## src/rtl/mc_controller.sv

```systemverilog
// Multicycle MIPS control FSM: sequences fetch/decode/execute/writeback and drives
// all datapath enables and mux selects, with optional bne/ori decode and memory wait.
module mc_controller #(
   parameter bit EXT_EN   = 1'b0,
   parameter bit MEM_WAIT = 1'b0
) (
   input  logic       clk,
   input  logic       reset,
   input  logic [5:0] op,
   input  logic [5:0] funct,
   input  logic       zero,
   input  logic       memready,
   output logic       iord,
   output logic       memwrite,
   output logic       irwrite,
   output logic       regdst,
   output logic       memtoreg,
   output logic       regwrite,
   output logic       alusrca,
   output logic [1:0] alusrcb,
   output logic [1:0] pcsrc,
   output logic       pcen,
   output logic       zeroext,
   output logic [2:0] alucontrol,
   output logic [3:0] state
);

   localparam logic [3:0] S_FETCH   = 4'd0;
   localparam logic [3:0] S_DECODE  = 4'd1;
   localparam logic [3:0] S_MEMADR  = 4'd2;
   localparam logic [3:0] S_MEMRD   = 4'd3;
   localparam logic [3:0] S_MEMWB   = 4'd4;
   localparam logic [3:0] S_MEMWR   = 4'd5;
   localparam logic [3:0] S_RTYPEEX = 4'd6;
   localparam logic [3:0] S_RTYPEWB = 4'd7;
   localparam logic [3:0] S_BEQEX   = 4'd8;
   localparam logic [3:0] S_ADDIEX  = 4'd9;
   localparam logic [3:0] S_ADDIWB  = 4'd10;
   localparam logic [3:0] S_JEX     = 4'd11;
   localparam logic [3:0] S_ORIEX   = 4'd12;
   localparam logic [3:0] S_ORIWB   = 4'd13;
   localparam logic [3:0] S_BNEEX   = 4'd14;

   localparam logic [5:0] OP_RTYPE = 6'b000000;
   localparam logic [5:0] OP_LW    = 6'b100011;
   localparam logic [5:0] OP_SW    = 6'b101011;
   localparam logic [5:0] OP_BEQ   = 6'b000100;
   localparam logic [5:0] OP_BNE   = 6'b000101;
   localparam logic [5:0] OP_ADDI  = 6'b001000;
   localparam logic [5:0] OP_ORI   = 6'b001101;
   localparam logic [5:0] OP_J     = 6'b000010;

   logic [3:0] state_q, state_d;
   logic [1:0] aluop;
   logic       pcwrite, branch, nbranch, mem_ok;

   // With single-cycle memory every access completes immediately.
   assign mem_ok = MEM_WAIT ? memready : 1'b1;
   assign state  = state_q;

   always_ff @(posedge clk or posedge reset) begin
      if (reset) state_q <= S_FETCH;
      else       state_q <= state_d;
   end

   always_comb begin
      state_d = state_q;
      case (state_q)
         S_FETCH:   if (mem_ok) state_d = S_DECODE;
         S_DECODE: begin
            case (op)
               OP_LW, OP_SW: state_d = S_MEMADR;
               OP_RTYPE:     state_d = S_RTYPEEX;
               OP_BEQ:       state_d = S_BEQEX;
               OP_ADDI:      state_d = S_ADDIEX;
               OP_J:         state_d = S_JEX;
               OP_ORI:       state_d = EXT_EN ? S_ORIEX : S_FETCH;
               OP_BNE:       state_d = EXT_EN ? S_BNEEX : S_FETCH;
               default:      state_d = S_FETCH;
            endcase
         end
         S_MEMADR:  state_d = (op == OP_LW) ? S_MEMRD : S_MEMWR;
         S_MEMRD:   if (mem_ok) state_d = S_MEMWB;
         S_MEMWR:   if (mem_ok) state_d = S_FETCH;
         S_RTYPEEX: state_d = S_RTYPEWB;
         S_ADDIEX:  state_d = S_ADDIWB;
         S_ORIEX:   state_d = S_ORIWB;
         default:   state_d = S_FETCH;
      endcase
   end

   always_comb begin
      iord     = 1'b0;
      memwrite = 1'b0;
      irwrite  = 1'b0;
      regdst   = 1'b0;
      memtoreg = 1'b0;
      regwrite = 1'b0;
      alusrca  = 1'b0;
      alusrcb  = 2'b00;
      pcsrc    = 2'b00;
      zeroext  = 1'b0;
      aluop    = 2'b00;
      pcwrite  = 1'b0;
      branch   = 1'b0;
      nbranch  = 1'b0;
      case (state_q)
         S_FETCH: begin
            alusrcb = 2'b01;
            irwrite = mem_ok;
            pcwrite = mem_ok;
         end
         S_DECODE:  alusrcb = 2'b11;
         S_MEMADR:  begin alusrca = 1'b1; alusrcb = 2'b10; end
         S_MEMRD:   iord = 1'b1;
         S_MEMWB:   begin memtoreg = 1'b1; regwrite = 1'b1; end
         S_MEMWR:   begin iord = 1'b1; memwrite = 1'b1; end
         S_RTYPEEX: begin alusrca = 1'b1; aluop = 2'b10; end
         S_RTYPEWB: begin regdst = 1'b1; regwrite = 1'b1; end
         S_BEQEX:   begin alusrca = 1'b1; aluop = 2'b01; pcsrc = 2'b01; branch = 1'b1; end
         S_BNEEX:   begin alusrca = 1'b1; aluop = 2'b01; pcsrc = 2'b01; nbranch = 1'b1; end
         S_ADDIEX:  begin alusrca = 1'b1; alusrcb = 2'b10; end
         S_ADDIWB:  regwrite = 1'b1;
         S_JEX:     begin pcsrc = 2'b10; pcwrite = 1'b1; end
         S_ORIEX:   begin alusrca = 1'b1; alusrcb = 2'b10; zeroext = 1'b1; aluop = 2'b11; end
         S_ORIWB:   regwrite = 1'b1;
         default:   ;
      endcase
      // Architectural writes are suppressed for the whole reset pulse.
      pcen = ~reset & (pcwrite | (branch & zero) | (nbranch & ~zero));
      if (reset) begin
         irwrite  = 1'b0;
         regwrite = 1'b0;
         memwrite = 1'b0;
      end
   end

   always_comb begin
      case (aluop)
         2'b00: alucontrol = 3'b010;
         2'b01: alucontrol = 3'b110;
         2'b11: alucontrol = 3'b001;
         default: begin
            case (funct)
               6'b100000: alucontrol = 3'b010;
               6'b100010: alucontrol = 3'b110;
               6'b100100: alucontrol = 3'b000;
               6'b100101: alucontrol = 3'b001;
               6'b101010: alucontrol = 3'b111;
               default:   alucontrol = 3'b010;
            endcase
         end
      endcase
   end

endmodule

```

## config.mk

```make
export PLATFORM = sky130hd
export DESIGN_NAME = mc_controller
export DESIGN_NICKNAME = d
export VERILOG_FILES = /design/src/rtl/mc_controller.sv
export SDC_FILE = /design/constraint.sdc
export NUM_CORES = 1
export LEC_CHECK = 0
export ABC_AREA = 1
export CORE_MARGIN = 3
export CORE_UTILIZATION = 35
export CTS_CLUSTER_DIAMETER = 80
export DETAILED_ROUTE_END_ITERATION = 7
export GPL_TIMING_DRIVEN = 0
export HOLD_SLACK_MARGIN = 0.1
export MAX_ROUTING_LAYER = met4
export PLACE_DENSITY = 0.76
export RECOVER_POWER = 100
export SLEW_MARGIN = 20
export SYNTH_ARGS = -nofsm -noshare
export SYNTH_HDL_FRONTEND = slang
export SYNTH_SLANG_ARGS = --single-unit
```

## constraint.sdc

```tcl
create_clock -name clk -period 1.3 [get_ports clk]
set_input_delay 0.26 -clock clk [delete_from_list [all_inputs] [get_ports clk]]
set_output_delay 0.26 -clock clk [all_outputs]
set_load 0.01 [all_outputs]
```

### Word level (Yosys, flattened, before mapping)

Cells that the tools add are included.

* bits in registers: 4
* bits of input ports: 16
* output and inout bits: 20
* logic and storage cells: 65

* eq/ne operators: 25
* mux-type cells: 22
* bitwise gates (word level): 7
* reductions and logical operators: 10

Operators by type and width (number)
* $eq A6 B6 Y1 const B: 6
* $eq A4 B4 Y1 const B: 7
* $pmux W4 S7: 1
* $pmux W4 S5: 1
* $eq A4 B3 Y1 const B: 4
* $mux W1: 14
* $pmux W2 S3: 2
* $pmux W3 S4: 1
* $pmux W3 S3: 1
* $eq A4 B2 Y1 const B: 2
* $reduce_or A2 Y1: 4
* $eq A6 B2 Y1 const B: 1
* $eq A6 B3 Y1 const B: 1
* $eq A6 B4 Y1 const B: 1
* $logic_not A6 Y1: 1
* $reduce_or A6 Y1: 1
* $eq A4 B1 Y1 const B: 1
* $logic_not A4 Y1: 1
* $pmux W2 S2: 1
* $reduce_or A4 Y1: 1
* $and A1 B1 Y1: 3
* $mux W3: 1
* $reduce_or A3 Y1: 1
* $eq A2 B1 Y1 const B: 1
* other kinds (4): 6

### Logic depth before layout (Yosys ltp)

* word-level depth: 6
* depth in mapped cells: 7

### Worst setup path after synthesis

OpenSTA, ideal clock, no wires.

* path type: register -> output
* start: register state_q[0] (netlist: state[0])
* end: output regwrite
* arrival: 1.122 ns
* slack: -0.082 ns
* stages on the path, launching flop included: 6
* cell sequence: dfrtp_1 > inv_1 > nand2_1 > nor2_1 > nor3_1 > nor2_1

* word-level cells in the longest chain between the ends: 4

RTL lines
* start, declared: RTL line 53 `logic [3:0] state_q, state_d;`
* start signal, assigned: RTL line 63 `else state_q <= state_d;`
* $eq A4 B4 Y1 / $eq A4 B3 Y1 (equally long branches): RTL line 107 `case (state_q)`
* $reduce_or A4 Y1 (no source line) *
* $mux W1 *: RTL line 107
* $mux W1 *: RTL line 131 `if (reset) begin`
* end, declared: RTL line 18 `output logic regwrite,`

Every way passes the cells marked *; elsewhere a longest branch is shown, timed or not.

### Worst setup path in the final report

* start: register state_q[3] (netlist: state[3])
* end: output alusrca

* word-level cells in the longest chain between the ends: 3

RTL lines
* $eq A4 B4 Y1 (tied with other cells): RTL line 107
* $reduce_or A6 Y1 (no source line) *
* $mux W1 *: RTL line 107
* end, declared: RTL line 19 `output logic alusrca,`

Marked as above.

==> key figures <==
Status
  • Status: finished with violations
  • Failing checks: setup timing

Critical path
  • Cell count along the critical path: 7
  • Top delay family on crit path: flip-flops
  • Worst r2r path cells: 10
  • Worst-path maximum fanout: 5
  • CP max stage cell: dfrtp_2
  • CP startpoint kind: register
  • Crit path kind: register to output port
  • Worst path cell trace: nand2_2, inv_2, nand2_2, o21ai_2, inv_2, nand4_1, buf_2
  • Critical Path RT: 1.04 ns
  • Crit. End Element: output port
  • CP max stage delay: 0.47 ns
  • CP bufs+invs: 3
  • CP Data Arrival Time: 1.53 ns

Finish
  • Area grow syn2layout: 141%
  • Commonest non-fill, non-tap cell in the layout: nand2_1
  • Final core area utilization: 94.3%
  • ANT cells: 0
  • # nets final: 185
  • Fill cells: 40
  • Max reg flops: 4
  • Share of post-route cells with drive strength above 1: 50.6%
  • Most frequent cells in the layout: 18 x nand2_1, 17 x nor2_1, 16 x buf_6

Place
  • Placement Setup Slack: -0.623 ns
  • IO buf count: 34
  • Gpl congestion: 0.804
  • Final HPWL DP: 1400 um

Detailed routing
  • DRC viols: 0
  • Via density: 5.64
  • TritonRoute pass-1 iters: 4
  • DR WL/cell: 18.4 um
  • Drt first-iter violations: 33
  • DRT Wirelength: 3370 um
  • Via count: 1033
  • Routed Antenna Nets: 0

Floorplan
  • Row Count: 13
  • Die area: 2060 sq um
  • I/O pin count: 36
  • Die width: 45.3 um
  • Std-Cell Core Area: 1380 sq um
  • Initial core utilization: 39.2%
  • Die height: 45.3 um

STA
  • Final hold vios: 0
  • RSZ-0062 raised after global routing: yes
  • Max frequency: 559 MHz
  • Max-slew violations: 0
  • Slack of the critical path: -0.489 ns
  • Worst Max-Slew Pin Slew: 0.323 ns
  • Final Setup Violations: 21
  • Post-layout min period: 1.79 ns
  • Period Utilization, post-route: 138%
  • Worst rel slew slack: 78.4%
  • Clock skew: 0.0147 ns

Clock tree
  • Max Buffers Root-to-Sink: 2
  • Root buf cell: clkbuf_4
  • TritonCTS clock tree: built
  • Post-CTS Hold Buffers: 0
  • Worst skew pair latency: 0.24 ns
  • Worst-path clk slew: 0.05 ns
  • Clock sinks: 4
  • Num CTS Buffers: 3
  • H-tree lvl count: 1

Power
  • Worst IR Drop VDD: 1370 uV
  • Power Dens Cells: 1400 nW/um^2
  • LEAKAGE: 0.679 nW

Synth
  • Seq/Total Area, Yosys: 18.5%
  • Post-Synthesis Mean Instance Area: 4.93 sq um
  • Post-Syn Nets: 126
  • Mapped Area: 542 sq um
  • Flops & latches, synth: 4
  • Post-Syn Instances: 110
  • Count of cell types in the netlist: 13
  • Syn. warnings: 0

Run
  • Max Cap Viol: 0

Global routing
  • Largest net degree at the start of global routing: 7
  • Global-route wire length before repair: 4010 um
  • M2 GR Usage: 48.3%
  • Antenna violations before repair: 0
  • Total grt overflow: 0
  • GRT Max-Usage Layer: met2
  • GRT Total Usage: 28.2%
  • GR Util met1: 29.6%
  • Vias in the first global route: 918
  • Routing usage on met3: 5.98%

Min path
  • Min-delay worst type: input port to async pin
[report_power, final]
part           internal [mW]  total (mW)  switching, mW
combinational          0.661        1.40          0.737
sequential             0.162       0.253         0.0912
clock                  0.116       0.175         0.0593
total                  0.939        1.83          0.888
[worst paths after layout]
path,start,endpoint,slack (ns)
min,reset,state[1],0.34
min reg2reg,state[2],state[0],0.78
min in group clk,state[2],state[0],0.78
max reg2reg,state[0],state[3],-0.27
max in group asynchronous,reset,state[2],0.75
max,state[3],alusrca,-0.49
[repair_timing]
item | 4_1_cts | 5_1_grt
setup buffers | 17 | 3
endpoints found under the setup margin | 20 | 23
gates resized for setup | 124 | 32
hold endpoints to repair | 0 | 0
pin swaps | 17 | 12
[synthesized netlist by cell type, drive strengths merged]
| cell type | number | share of area (%) |
|---|---|---|
| o21ai | 5 | 4.6 |
| nor2 | 29 | 21 |
| nand2 | 31 | 21 |
| nand4 | 5 | 5.8 |
| dfrtp | 4 | 18 |
| nor3 | 2 | 1.8 |
| nand3 | 7 | 6.5 |
| inv | 22 | 15 |
| a21oi | 3 | 2.8 |
| nand3b | 2 | 2.8 |
[metal layers]
metal,vias to the layer above,part of all wire [%]
met2,83,50
met5,-,0
li1,462,-
met1,468,37
met4,0,5.8
met3,20,7.6
[final cells by class]
cell class              instances  area [sq um]  share of cell area [%]
multi-input cells              84           562                    43.1
clock buffers                   4          26.3                    2.02
flip-flops and latches          4           105                    8.06
well taps                      15          18.8                    1.44
inverters                      22           100                    7.68
repair buffers                 54           492                    37.7
[kinds of logic (layout without fill, tap and decap cells)]
kind of cell / after synthesis / after routing / share of synthesized area, %
and+or+nand+nor: 76 / 76 / 58.9
AOI/OAI and AO/OA: 8 / 8 / 7.39
buffers and inverters: 22 / 80 / 15.2
DFF: 4 / 4 / 18.5
[per-stage QoR]
stage	total power [mW]	instance area, sq um	hold WS, ns	setup TNS (ns)	cells
2_1_floorplan	0.572	558	0.0343	-0.00778	110
3_3_place_gp	0.914	917	0.563	-6.80	159
3_5_place_dp	0.925	917	0.559	-7.09	159
4_1_cts	1.52	1170	0.319	-4.45	180
5_1_grt	1.91	1300	0.370	-7.24	183
6_report	1.83	1300	0.339	-6.20	183
No activity file was read; power rests on OpenSTA's default activity.
